--- src/rtl/mascota_pkg.sv ---
// Shared definitions for the virtual pet state machine: state codes,
// need-level thresholds and small classification helpers.
package mascota_pkg;

  localparam int ESTADO_W = 3;

  localparam logic [1:0] NIVEL_CRITICO = 2'd0;
  localparam logic [1:0] NIVEL_LOW     = 2'd1;
  localparam logic [1:0] NIVEL_LLENO   = 2'd3;

  typedef enum logic [ESTADO_W-1:0] {
    NEUTRAL    = 3'd0,
    HAMBRIENTO = 3'd1,
    CANSADO    = 3'd2,
    TRISTE     = 3'd3,
    ENFERMO    = 3'd4,
    DORMIDO    = 3'd5,
    MUERTO     = 3'd6
  } estado_t;

  function automatic logic es_bajo(input logic [1:0] nivel);
    return (nivel <= NIVEL_LOW);
  endfunction

  function automatic logic es_critico(input logic [1:0] nivel);
    return (nivel == NIVEL_CRITICO);
  endfunction

  // Test-mode stepping order; anything past MUERTO folds back to NEUTRAL.
  function automatic estado_t sig_estado(input estado_t e);
    case (e)
      NEUTRAL:    return HAMBRIENTO;
      HAMBRIENTO: return CANSADO;
      CANSADO:    return TRISTE;
      TRISTE:     return ENFERMO;
      ENFERMO:    return DORMIDO;
      DORMIDO:    return MUERTO;
      MUERTO:     return NEUTRAL;
      default:    return NEUTRAL;
    endcase
  endfunction

endpackage

--- src/rtl/contador_segundos.sv ---
// Free-running divider: registered one-cycle tick every TICK_MAX clocks.
module contador_segundos #(
  parameter int TICK_MAX = 50_000_000
) (
  input  logic clk,
  input  logic reset,
  output logic tick
);

  localparam int TW = (TICK_MAX > 1) ? $clog2(TICK_MAX) : 1;
  localparam logic [TW-1:0] TOPE = TW'(TICK_MAX - 1);

  logic [TW-1:0] cnt_r;
  logic          tick_r;

  // Count 0..TICK_MAX-1, raise tick on the wrap.
  always_ff @(posedge clk or negedge reset) begin
    if (!reset) begin
      cnt_r  <= {TW{1'b0}};
      tick_r <= 1'b0;
    end else if (cnt_r == TOPE) begin
      cnt_r  <= {TW{1'b0}};
      tick_r <= 1'b1;
    end else begin
      cnt_r  <= cnt_r + TW'(1);
      tick_r <= 1'b0;
    end
  end

  assign tick = tick_r;

endmodule

--- src/rtl/maquina_estados_mascota.sv ---
// Pet behaviour FSM: need-driven transitions, starvation/death timer and a
// button-stepped test mode that overrides everything until reset.
module maquina_estados_mascota
  import mascota_pkg::*;
#(
  parameter int TICK_MAX  = 50_000_000,
  parameter int T_CRITICO = 10
) (
  input  logic                clk,
  input  logic                reset,
  input  logic [1:0]          Nivel_Animo,
  input  logic [1:0]          Nivel_Energia,
  input  logic [1:0]          Nivel_Descanso,
  input  logic [1:0]          Nivel_Medicina,
  input  logic                senal_5segDescanso,
  input  logic                B_Test,
  output logic [ESTADO_W-1:0] Estado,
  output logic                Activo_Comida,
  output logic                Activo_Medicina,
  output logic                Test_activo,
  output logic                Cambio_estado
);

  localparam int CW = $clog2(T_CRITICO + 1);
  localparam logic [CW-1:0] T_CRIT_C = CW'(T_CRITICO);

  estado_t       state_r, prev_r, nxt_s;
  logic          comida_r, med_r, test_r, cambio_r, b_test_r;
  logic [CW-1:0] crit_r;
  logic          tick_s, rise_s, avanza_s, critico_s;

  contador_segundos #(.TICK_MAX(TICK_MAX)) u_segundos (
    .clk   (clk),
    .reset (reset),
    .tick  (tick_s)
  );

  assign rise_s    = B_Test & ~b_test_r;
  // A dead pet ignores the button unless test mode was already running.
  assign avanza_s  = rise_s & (test_r | (state_r != MUERTO));
  assign critico_s = es_critico(Nivel_Animo) | es_critico(Nivel_Energia) |
                     es_critico(Nivel_Descanso) | es_critico(Nivel_Medicina);

  // Next-state selection: test edge, then test hold, then death, then needs.
  always_comb begin
    nxt_s = state_r;
    if (state_r > MUERTO) begin
      nxt_s = NEUTRAL;
    end else if (avanza_s) begin
      nxt_s = test_r ? sig_estado(state_r) : HAMBRIENTO;
    end else if (test_r) begin
      nxt_s = state_r;
    end else if ((state_r != MUERTO) && (crit_r == T_CRIT_C)) begin
      nxt_s = MUERTO;
    end else begin
      case (state_r)
        NEUTRAL: begin
          if (es_bajo(Nivel_Medicina))      nxt_s = ENFERMO;
          else if (es_bajo(Nivel_Energia))  nxt_s = HAMBRIENTO;
          else if (es_bajo(Nivel_Descanso)) nxt_s = CANSADO;
          else if (es_bajo(Nivel_Animo))    nxt_s = TRISTE;
          else                              nxt_s = NEUTRAL;
        end
        HAMBRIENTO: begin
          if (es_bajo(Nivel_Medicina))     nxt_s = ENFERMO;
          else if (!es_bajo(Nivel_Energia)) nxt_s = NEUTRAL;
          else                             nxt_s = HAMBRIENTO;
        end
        CANSADO: begin
          if (es_bajo(Nivel_Medicina))       nxt_s = ENFERMO;
          else if (senal_5segDescanso)       nxt_s = DORMIDO;
          else if (!es_bajo(Nivel_Descanso)) nxt_s = NEUTRAL;
          else                               nxt_s = CANSADO;
        end
        TRISTE: begin
          if (es_bajo(Nivel_Medicina))    nxt_s = ENFERMO;
          else if (!es_bajo(Nivel_Animo)) nxt_s = NEUTRAL;
          else                            nxt_s = TRISTE;
        end
        ENFERMO: begin
          if (!es_bajo(Nivel_Medicina)) nxt_s = NEUTRAL;
          else                          nxt_s = ENFERMO;
        end
        DORMIDO: begin
          if (Nivel_Descanso == NIVEL_LLENO) nxt_s = NEUTRAL;
          else                               nxt_s = DORMIDO;
        end
        MUERTO:  nxt_s = MUERTO;
        default: nxt_s = NEUTRAL;
      endcase
    end
  end

  // State, registered enables, change pulse, test flag and critical timer.
  always_ff @(posedge clk or negedge reset) begin
    if (!reset) begin
      state_r  <= NEUTRAL;
      prev_r   <= NEUTRAL;
      comida_r <= 1'b1;
      med_r    <= 1'b0;
      test_r   <= 1'b0;
      cambio_r <= 1'b0;
      b_test_r <= 1'b0;
      crit_r   <= {CW{1'b0}};
    end else begin
      b_test_r <= B_Test;
      state_r  <= nxt_s;
      prev_r   <= state_r;
      cambio_r <= (state_r != prev_r);
      comida_r <= (nxt_s == NEUTRAL) || (nxt_s == HAMBRIENTO);
      med_r    <= (nxt_s == ENFERMO);
      test_r   <= test_r | avanza_s;
      if (test_r || avanza_s || !critico_s) begin
        crit_r <= {CW{1'b0}};
      end else if (tick_s && (crit_r != T_CRIT_C)) begin
        crit_r <= crit_r + CW'(1);
      end else begin
        crit_r <= crit_r;
      end
    end
  end

  assign Estado          = state_r;
  assign Activo_Comida   = comida_r;
  assign Activo_Medicina = med_r;
  assign Test_activo     = test_r;
  assign Cambio_estado   = cambio_r;

endmodule
--- config.mk ---
export PLATFORM = sky130hd
export DESIGN_NAME = maquina_estados_mascota
export DESIGN_NICKNAME = d
export VERILOG_FILES = /design/src/rtl/mascota_pkg.sv /design/src/rtl/contador_segundos.sv /design/src/rtl/maquina_estados_mascota.sv
export SDC_FILE = /design/constraint.sdc
export NUM_CORES = 1
export LEC_CHECK = 0
export ABC_AREA = 1
export BUFFER_PORTS_ARGS = -buffer_cell sky130_fd_sc_hd__buf_2
export CAP_MARGIN = 20
export CELL_PAD_IN_SITES_DETAIL_PLACEMENT = 1
export CELL_PAD_IN_SITES_GLOBAL_PLACEMENT = 1
export CORE_AREA = 4 4 77 79
export DETAILED_ROUTE_END_ITERATION = 16
export DIE_AREA = 0 0 81 83
export GPL_TIMING_DRIVEN = 1
export PLACE_DENSITY_LB_ADDON = 0.1
export SETUP_SLACK_MARGIN = 0.1
export SLEW_MARGIN = 20
export SYNTH_ARGS = -nofsm -noshare
export SYNTH_HDL_FRONTEND = slang
export SYNTH_SLANG_ARGS = --single-unit
export TNS_END_PERCENT = 20
--- constraint.sdc ---
create_clock -name clk -period 3.5 [get_ports clk]
set_input_delay 1.05 -clock clk [delete_from_list [all_inputs] [get_ports clk]]
set_output_delay 1.05 -clock clk [all_outputs]
set_load 0.01 [all_outputs]
* Yosys cells after proc, flatten, opt, wreduce, memory -nomap -nowiden
Index checks and enable logic that the tools add are counted.
** Word-level totals
- Word-level logic and storage cells :: 75
- Input port bits :: 12
- Bits in registers :: 42
** Operators by class
- $lt $le $gt $ge :: 5
- Multiplexer cells :: 23
- Add/sub/neg operators :: 2
- Equal/unequal tests :: 14
- Reduce and logical (&&, ||, !) cells :: 13
- Bitwise logic cells :: 8
** Operator list (number)
- 3-bit 2-to-1 mux :: 12
- 26-bit by 1-bit adder with 26-bit output, second input constant :: 1
- 26-bit equality test, second input constant :: 1
- 26-bit 2-to-1 mux :: 1
- 3-bit case mux with 7 select lines :: 1
- 3-bit case mux with 6 select lines :: 1
- 3-bit equality test, second input constant :: 4
- 2-bit by 1-bit <= comparator with 1-bit output, second input constant :: 4
- 2-bit zero test :: 4
- 2-bit 2-to-1 mux :: 4
- 4-bit 2-to-1 mux :: 2
- 3-bit by 1-bit equality test with 1-bit output, second input constant :: 2
- 3-bit by 2-bit equality test with 1-bit output, second input constant :: 2
- 3-bit zero test :: 2
- 1-bit bitwise OR :: 5
- 4-bit by 1-bit adder with 4-bit output, second input constant :: 1
- 4-bit equality test, second input constant :: 1
- 4-bit inequality test, second input constant :: 1
- 3-bit greater-than comparator, second input constant :: 1
- 1-bit logical OR :: 3
- 3-bit inequality test :: 1
- 3-bit inequality test, second input constant :: 1
- 1-bit bitwise AND :: 2
- 2-bit equality test, second input constant :: 1
- other kinds (5) :: 7

* Depth between registers and ports, before layout
Gate-level depths: netlist of run 1.
- Depth in word-level cells :: 12
- Mapped depth :: 11

* Modules after synthesis
A second synthesis of run 1 with hierarchy kept.
** Second synthesis, totals
- Cell total of the unflattened synthesis :: 346
- Area total of the unflattened synthesis :: 2517.4 µm²
** By module, submodules not included
- contador_segundos :: cells an instance 215, area each 1545.2 µm², instances 1
- maquina_estados_mascota :: cells an instance 131, area each 972.2 µm², instances 1

* Least setup slack after synthesis of run 1
Ideal clock, no wire load.
- Path kind :: input -> register
- Start point :: in Nivel_Medicina[1]
- End point :: reg med_r (netlist: Activo_Medicina)
- Cell stages on the path :: 10
- Arrival time :: 1.738 ns
- Slack :: 1.648 ns
- Required time :: 3.385 ns
- Cell sequence :: buf_2 -> nand2_1 -> o21ai_0 -> nand2_1 -> nand3_1 -> nand2_1 -> nand2_1 -> nand2_1 -> nand2_1 -> nor2_1
** Between the ends
- Cells in the longest elaborated chain, start to end :: 8
- Elaborated cells between the ends (all ways) :: 12
- Those cells by class :: order compare (1); eq/ne (1); mux (10)
** Ends and longest elaborated chain
- from (decl) :: line maquina_estados_mascota.sv:14 : input logic [1:0] Nivel_Medicina,
- 2-bit by 1-bit <= comparator with 1-bit output (*) :: line mascota_pkg.sv:22 : return (nivel <= NIVEL_LOW);
- 3-bit 2-to-1 mux (on tied branches)
- 3-bit case mux with 7 select lines (*) :: line maquina_estados_mascota.sv:56 : case (state_r)
- 3-bit 2-to-1 mux (*) :: line maquina_estados_mascota.sv:53 : end else if ((state_r != MUERTO) && (crit_r == T_CRIT_C)) begin
- 3-bit 2-to-1 mux (*) :: line maquina_estados_mascota.sv:51 : end else if (test_r) begin
- 3-bit 2-to-1 mux (*) :: line maquina_estados_mascota.sv:49 : end else if (avanza_s) begin
- 3-bit 2-to-1 mux (*) :: line maquina_estados_mascota.sv:47 : if (state_r > MUERTO) begin
- 3-bit equality test (*) :: line maquina_estados_mascota.sv:111 : med_r <= (nxt_s == ENFERMO);
- to (signal assigned) :: line maquina_estados_mascota.sv:111
- to (decl) :: line maquina_estados_mascota.sv:28 : logic comida_r, med_r, test_r, cambio_r, b_test_r;
Mark *: on every way between the ends. The rest lies on a longest branch, timed or not.
A chain may end at the register's enable or synchronous reset.

* Worst setup path in the final report of run 1
- Start point :: reg state_r[0] (netlist: Estado[0])
- End point :: out Estado[0]
** RTL lines
- from (decl) :: line maquina_estados_mascota.sv:27 : estado_t state_r, prev_r, nxt_s;
- from (signal assigned) :: line maquina_estados_mascota.sv:107 : state_r <= nxt_s;
- to (decl) :: line maquina_estados_mascota.sv:17 : output logic [ESTADO_W-1:0] Estado,
No word-level cell between the ends.

==> results of run 1 <==
[registers in the layout (all words and copies together), names as in the netlist]
register and count:
crit_r 4, Estado 3, b_test_r 1, prev_r 3, Activo_Comida 1, Cambio_estado 1
Activo_Medicina 1, Test_activo 1, u_segundos.tick 1, u_segundos.cnt_r 26
[cells in the mapped netlist (2+ instances only)]
cell	n
a21oi_1	3
a21oi_2	2
buf_4	2
dfrtp_1	41
ha_1	3
inv_1	42
inv_2	4
nand2_1	71
nand2_2	3
nand3_1	20
nand4_1	5
nor2_1	50
nor2_4	2
nor3_1	13
nor3_2	4
nor3_4	3
nor3b_1	2
o21ai_0	4
o22ai_1	2
xnor2_1	8
xor2_1	18
[final cells by class]
cell class                 instances  area share
tap                               72      0.0326
multi-input combinational        223       0.440
timing repair buffer              18      0.0326
sequential                        42       0.381
inverter                          46      0.0624
clock inverter                     2      0.0217
clock buffer                       6      0.0299
[layout by cell type (no fill, tap or decap), types with 4 or more instances in the layout]
cell type  instances
nor2_1            50
inv_1             42
xnor2_1            8
nor3_1            13
nor3_2             4
nand3_1           20
dfrtp_1           41
buf_2             18
clkbuf_8           6
inv_2              4
o21ai_0            4
nand4_1            5
xor2_1            18
nand2_1           71
[power by group through the flow]
stage	Sequential (W)	Combinational (W)	Clock (W)
after floorplan	0.000584	0.000219	0
after global placement	0.000601	0.000273	0
after detailed placement	0.000603	0.000278	0
after CTS	0.000593	0.000279	0.000490
after global routing	0.000601	0.000312	0.000511
final	0.000592	0.000276	0.000476
[per-layer routing]
layer | track usage | share of wire | vias up
li1 | - | - | 1027
met1 | 0.275 | 0.49 | 966
met2 | 0.282 | 0.46 | 33
met3 | 0.0412 | 0.044 | 5
met4 | 0.0568 | 0.012 | 0
met5 | 0 | 0 | -
[kinds of logic after synthesis]
logic type / after synthesis
AND/OR/NAND/NOR: 179
XOR/XNOR: 26
AO/OA/AOI/OAI: 15
buffers and inverters: 49
flip-flops: 42
adder cells (fa/ha/maj): 3
[per-stage QoR]
step	util	power [W]	area, µm²	setup slack (ns)	hold WS (ns)
after floorplan	-	0.000802	2460	1.65	0.432
after global placement	0.491	0.000873	2620	1.42	0.455
after detailed placement	0.491	0.000881	2620	1.36	0.464
after CTS	0.518	0.00136	2770	1.37	0.475
after global routing	0.518	0.00142	2770	1.32	0.512
final	0.518	0.00134	2770	1.39	0.474
[final timing paths]
path / start / endpoint / slack (ns)
worst max-delay path: Estado[0]$_DFF_PN0_ / Estado[0] / 1.39
worst min-delay path: u_segundos.cnt_r[0]$_DFF_PN0_ / u_segundos.cnt_r[0]$_DFF_PN0_ / 0.47
worst max register to register: u_segundos.cnt_r[0]$_DFF_PN0_ / u_segundos.cnt_r[13]$_DFF_PN0_ / 1.70
worst min register to register: u_segundos.cnt_r[0]$_DFF_PN0_ / u_segundos.cnt_r[0]$_DFF_PN0_ / 0.47
max in group asynchronous: reset / u_segundos.cnt_r[13]$_DFF_PN0_ / 2.03
min in group asynchronous: reset / b_test_r$_DFF_PN0_ / 0.89
==> results.md, run 1 <==
- The flow ran to the end, and the final reports show no timing, DRC or antenna violations.
- In this run the count of I/O pins placed on the die edge is 19.
- The maximum fanout along the worst path is 10.
- The count of final hold-check violations came to 0.
- After the first detailed-routing iteration, the DRC count stood at 106.
- The worst slew margin relative to its limit is 0.380.
- The number of instances in the synthesized netlist is 314.
- Power spread over the standard cell area amounts to 486 nW/µm².
- For the worst setup path, the data required time is 2.45 ns.
- The number of inserted filler cells in the final layout is 705.
- The global placement routability congestion is 0.856.
- The H-tree generated during clock tree synthesis spans 2 levels.
- The worst setup path is of the reg2out kind.
- The fraction of layout cells with a size suffix above 1 is 0.145.
- The combinational family with the most area after synthesis is simple AND/OR/NAND/NOR gates.
- The maximum number of pins on one net before global-route repair is 43.
- The number of vias per cell is 4.97.
- The number of cells on the worst reg-to-reg path is 8.
- In this run the core area contains 27 standard-cell rows.
- The final layout contains routed wiring with a total length of 5770 µm.
- The floorplan step defined a core boundary enclosing 5340 µm².
- The cell area after technology mapping is 2460 µm².
- Clock-pin slew was measured on the worst setup and hold paths at 0.08 ns.
- The internal power of the cells is 0.000947 W.
- The final net count is 351.
- Summed over all layers, the global routing overflow is 0.
- After synthesis, the cell types taking the most area are dfrtp_1 (42%), nand2_1 (11%), nor2_1 (7.6%).
- Measured along the y axis, the die boundary spans 83 µm.
- The largest area contributor in the synthesized netlist is dfrtp_1.
- The tree built by TritonCTS fans out to 42 sinks.
- The number of buffer and inverter stages on the critical path is 1.
- The hold buffer count at cts is 0.
- In the synthesized netlist the dominant register cell turns out to be dfrtp_1.
- The clock period minus worst slack is 2.11 ns.
- For the pin with the worst max-slew slack, the measured transition is 0.930 ns.
- The count of nets left with antenna violations after detail routing is 0.
- The detailed placement HPWL is 4530 µm.
- The synthesized-area fraction occupied by ao, oa, aoi and oai cells was 0.0462.
- The number of buffers added on ports is 18.
- The average routed wire per standard cell is 14.1 µm.
- The share of total power dissipated in the clock network is 0.354.
- The largest individual stage delay along the critical path comes from the cell dfrtp_1.
- The area fraction of the dominant cell type after synthesis is 0.417.
- Of all flip-flops after synthesis, the portion carrying an async set or reset was 1.00.
- STA classifies the critical path startpoint as a register.
- The horizontal die dimension is 81 µm.
- Of the total power, registers draw 0.440.
- Across the routed clock network, the largest skew measured is 0.00643 ns.
- The number of gates resized after CTS was 0.
- Summing all flip-flop and latch instances after layout gives 1050 µm².
- The total stage count of the critical path is 1.
- Of the total power, the share spent switching nets is 0.296.
- The Yosys step of the flow raised 0 warnings.
- The arrival time at the worst endpoint is 1.06 ns.
- The net count of the mapped netlist is 329.
- The maximum number of buffers from clock root to sink is 2.
- The multi-input gate area in the final layout is 1220 µm².
- The fraction of the mapped netlist area in simple logic gates is 0.340.
- The top cell family by delay on the critical path is flip-flops.
- The later-pin clock latency in the skew report is 0.30 ns.
- The worst-case vdd ir drop is 0.000213 V.
- The switching power summed over all nets is 0.000398 W.
- Of the total synthesized cell area, the portion taken by XOR and XNOR cells is 0.0925.
- For this run, the detailed router's first-pass iteration total came to 4.
- The count of flip-flops with a built-in enable after synthesis is 0.
- The clock root buffer master is clkbuf_8.
- The total negative slack for setup checks is 0 ns.
- The share of cell area taken by muxes after synthesis is 0.
- The max-slew violation total from the final report came to 0.
- Setup violations remaining at the end of the flow were counted as 0.
- The number of stages on the worst hold path is 1.
- The fraction of the cycle the final worst path needs is 0.603.
- Buffers added to address setup during post-CTS repair amount to 0.
- The count of unique library cells instantiated by Yosys is 33.
- The worst stage delay on the critical path is 0.56 ns.
- The via count of the first global-routing pass was 2120.
- The type of the tightest min-delay check is reg2reg.
- The number of antenna violations at the first check in global routing is 0.
- TritonCTS built the clock tree.
- The initial utilization of the core area, before any placement, comes to 0.461.
- From synthesis to final layout, the design area changed by 12.3%.
- Counting flops and latches in the post-synthesis netlist gives 42.
- The adder-cell area share of the yosys netlist is 0.0152.
- The share of total power dissipated in combinational logic is 0.206.
- The synthesized area divided by synthesized cell count is 7.84 µm².
- Once layout is complete, the cells apart from fillers number 409.
- The signal on the critical path passes through buf_2.
- The kind of capture point of the worst setup path is an output pin.
- Setup repair after global routing left no endpoint under its margin.
- 0 antenna diodes ended up in the layout.
- The number of maximum-capacitance violations is 0.
- For this run, the total global-route usage over all layers was measured as 0.190.
- The maximum frequency from static timing analysis is 474 MHz.
- The wire length of the first global-routing pass is 10000 µm.
- Buffers inserted during clock tree synthesis total 5.
- For this run, design rule violations remaining after detail routing come to 0.
- The via count of the routed design is 2031.
- The share of the yosys chip area belonging to registers is 0.427.
- The die covers 6720 µm².
- Once placement completed, the tool counted placed cells totaling 401.
- The leakage component of the power is 1.32 nW.
Power figures use the tool's default switching activity.
==> run 2: changes to the inputs <==
- CORE_AREA: 4 4 77 79 -> 4 4 80 82
- DIE_AREA: 0 0 81 83 -> 0 0 84 86
- clock period: 3.5 -> 2.05 ns (I/O delays scaled with it)
==> run 2 against run 1 <==
  * Combinational power up 71%
  * Worst setup slack worse by 1.0 ns
  * Via count rose by 0.59%
  * Worst hold slack lost 0.19 ns
  * Global-route usage is 1.1 points lower
  * Cell count is 1.2% higher
  * Non-clock buffer count is 2 higher
  * Clock power is 39% higher
  * Core utilization fell by 3.7 points
  * Clock skew up 0.00071 ns
  * Sequential power grew 71%
  * Critical path type unchanged
==> results.md, run 2 (synthesis results as in run 1) <==
- The run finished with clean final reports.
- The number of cells on the worst reg-to-reg path is 6.
- The signal on the critical path passes through buf_2.
- The total overflow left after global routing is 0.
- The clock drives 42 sinks.
- The number of cell rows is 28.
- The max-slew violation total from the final report is 0.
- Dividing total power by cell area gives a power density of 774 nW/µm².
- In this run the number of cells on the critical path is 1.
- The number of CTS-inserted buffers is 5.
- Dividing the final minimum period by the clock period gives 0.827.
- STA classifies the critical path endpoint as an output pin.
- The worst stage delay on the critical path is 0.57 ns.
- The master of the slowest instance on the critical path is dfrtp_1.
- Dividing the detail-routed wire length by the instance count gives 14.2 µm.
- The core outline area is 5750 µm².
- At the pin with the least slew margin, the transition time is 0.545 ns.
- After clock tree synthesis, the flow added hold-fix buffers numbering 0.
- The clock passes through at most 2 buffers.
- The clock root buffer master is clkbuf_8.
- Clock-pin slew was measured on the worst setup and hold paths at 0.08 ns.
- In the layout the commonest cells are nand2_1 (71), nor2_1 (50), inv_1 (42), dfrtp_1 (41), nand3_1 (20).
- For this design the static power due to leakage is 1.31 nW.
- The number of ports placed on the die boundary is 19.
- At the worst endpoint, the required time is 1.43 ns.
- TritonCTS built the clock tree.
- The type of the tightest min-delay check is in2async.
- The top register by number of flip-flops is u_segundos.cnt_r.
- The worst-case vdd ir drop is 0.000387 V.
- In the final layout, the share of cells above drive strength 1 is 0.147.
- The worst path needs 1.69 ns of the cycle, external delays included.
- Setup violations remaining at the end of the flow were counted as 0.
- The count of nets left with antenna violations after detail routing is 0.
- In this run, the number of DRC markers left after iteration 0 of detailed routing was 33.
- The detailed placement HPWL is 4660 µm.
- The maximum fanout along the worst path is 10.
- Setup repair after global routing left no endpoint under its margin.
- The net count of the finished layout is 353.
- The first global-routing pass estimated 10300 µm of wire.
- The height of the chip is 86 µm.
- The final standard cell utilization of the core is 0.481.
- The top cell family by delay on the critical path is flip-flops.
- The later-pin clock latency in the skew report is 0.30 ns.
- The diode insertion count for antenna repair is 0.
- Together, buffers and inverters on the worst path number 1.
- The critical path startpoint category is a register.
- The number of antenna violations at the first check in global routing is 0.
- Entering global routing, the biggest net connects 23 pins.
- During placement, the flow inserted port buffers numbering 18.
- The via count of the first global-routing pass was 2211.
- The worst slew margin relative to its limit is 0.637.
- The number of setup buffers added after CTS is 0.
- The count of final hold-check violations came to 0.
- For this configuration, the core starts out at a cell density of 0.429.
- The H-tree was split into 2 levels.
- The overall routing resource usage is 0.179.
- Routability-driven placement finished with a final weighted congestion of 0.827.
- In the final layout, the registers with the most flip-flops are u_segundos.cnt_r x26, crit_r x4.
- The area of the die is 7220 µm².
- The maximum frequency from static timing analysis is 590 MHz.
- The via count of the routed design is 2043.
- The number of maximum-capacitance violations is 0.
- The post-detailed-routing wire length is 5890 µm.
- The most common library cell in the layout ignoring fill and taps is nand2_1.
- The number of vias per cell is 4.93.
- The horizontal die dimension is 84 µm.
- For this run, the detailed router's first-pass iteration total came to 4.
- The worst setup path is of the reg2out kind.
- The arrival time at the worst endpoint is 1.08 ns.
- The post-route clock skew is 0.00714 ns.
- After detailed routing, the number of remaining DRC violations is 0.
- The register with the most flip-flops in the layout has 26 of them.
- The post-cts repair resize count is 0.
- The total negative slack for setup checks is 0 ns.
- Compared with the post-synthesis result, the final layout area differs by 12.2%.
## run 2: cell type report
cell class / instances / area (µm²)
inverter: 46 / 173
multi-input combinational: 223 / 1220
tap: 75 / 93.8
sequential: 42 / 1050
clock inverter: 2 / 37.5
clock buffer: 6 / 72.6
timing repair buffer: 20 / 118
fill: 732 / 2980
## run 2: path summary, 6_finish.rpt
check / slack (ns) / from / to
worst max-delay path: 0.36 / Estado[0]$_DFF_PN0_ / Estado[0]
max in group asynchronous: 1.25 / reset / u_segundos.cnt_r[17]$_DFF_PN0_
min in group clk: 0.44 / B_Test / b_test_r$_DFF_PN0_
worst min-delay path: 0.29 / reset / Test_activo$_DFF_PN0_
worst max register to register: 0.44 / u_segundos.cnt_r[8]$_DFF_PN0_ / u_segundos.cnt_r[5]$_DFF_PN0_
worst min register to register: 0.46 / u_segundos.cnt_r[0]$_DFF_PN0_ / u_segundos.cnt_r[0]$_DFF_PN0_
## run 2: metrics by stage
stage	instances	cell area, µm²	worst slack [ns]	total power [W]	hold slack (ns)
CTS	414	2760	0.349	0.00217	0.293
global placement	406	2650	0.410	0.00150	0.446
finish	414	2760	0.355	0.00214	0.287
global route	414	2760	0.220	0.00230	0.312
floorplan	314	2460	0.608	0.00137	0.319
detailed placement	406	2650	0.355	0.00151	0.455
## run 2: routing by layer
metal	share of wire	track usage	vias to the layer above
li1	-	-	1030
met1	0.43	0.204	975
met2	0.52	0.335	28
met3	0.033	0.0394	10
met4	0.014	0.0512	0
met5	0	0	-
## run 2: where the power goes
group          switching (W)  total (W)  internal (W)
Combinational       0.000282   0.000473      0.000191
Sequential         0.0000958    0.00101      0.000910
Clock               0.000297   0.000661      0.000364
## run 2: worst register-to-register path: stages (launching register included)
cell,delay (ns)
dfrtp_1,0.41
inv_1,0.14
nand2_1,0.09
nor3_1,0.21
nand3_1,0.13
nor3_2,0.40
nor2_1,0.09
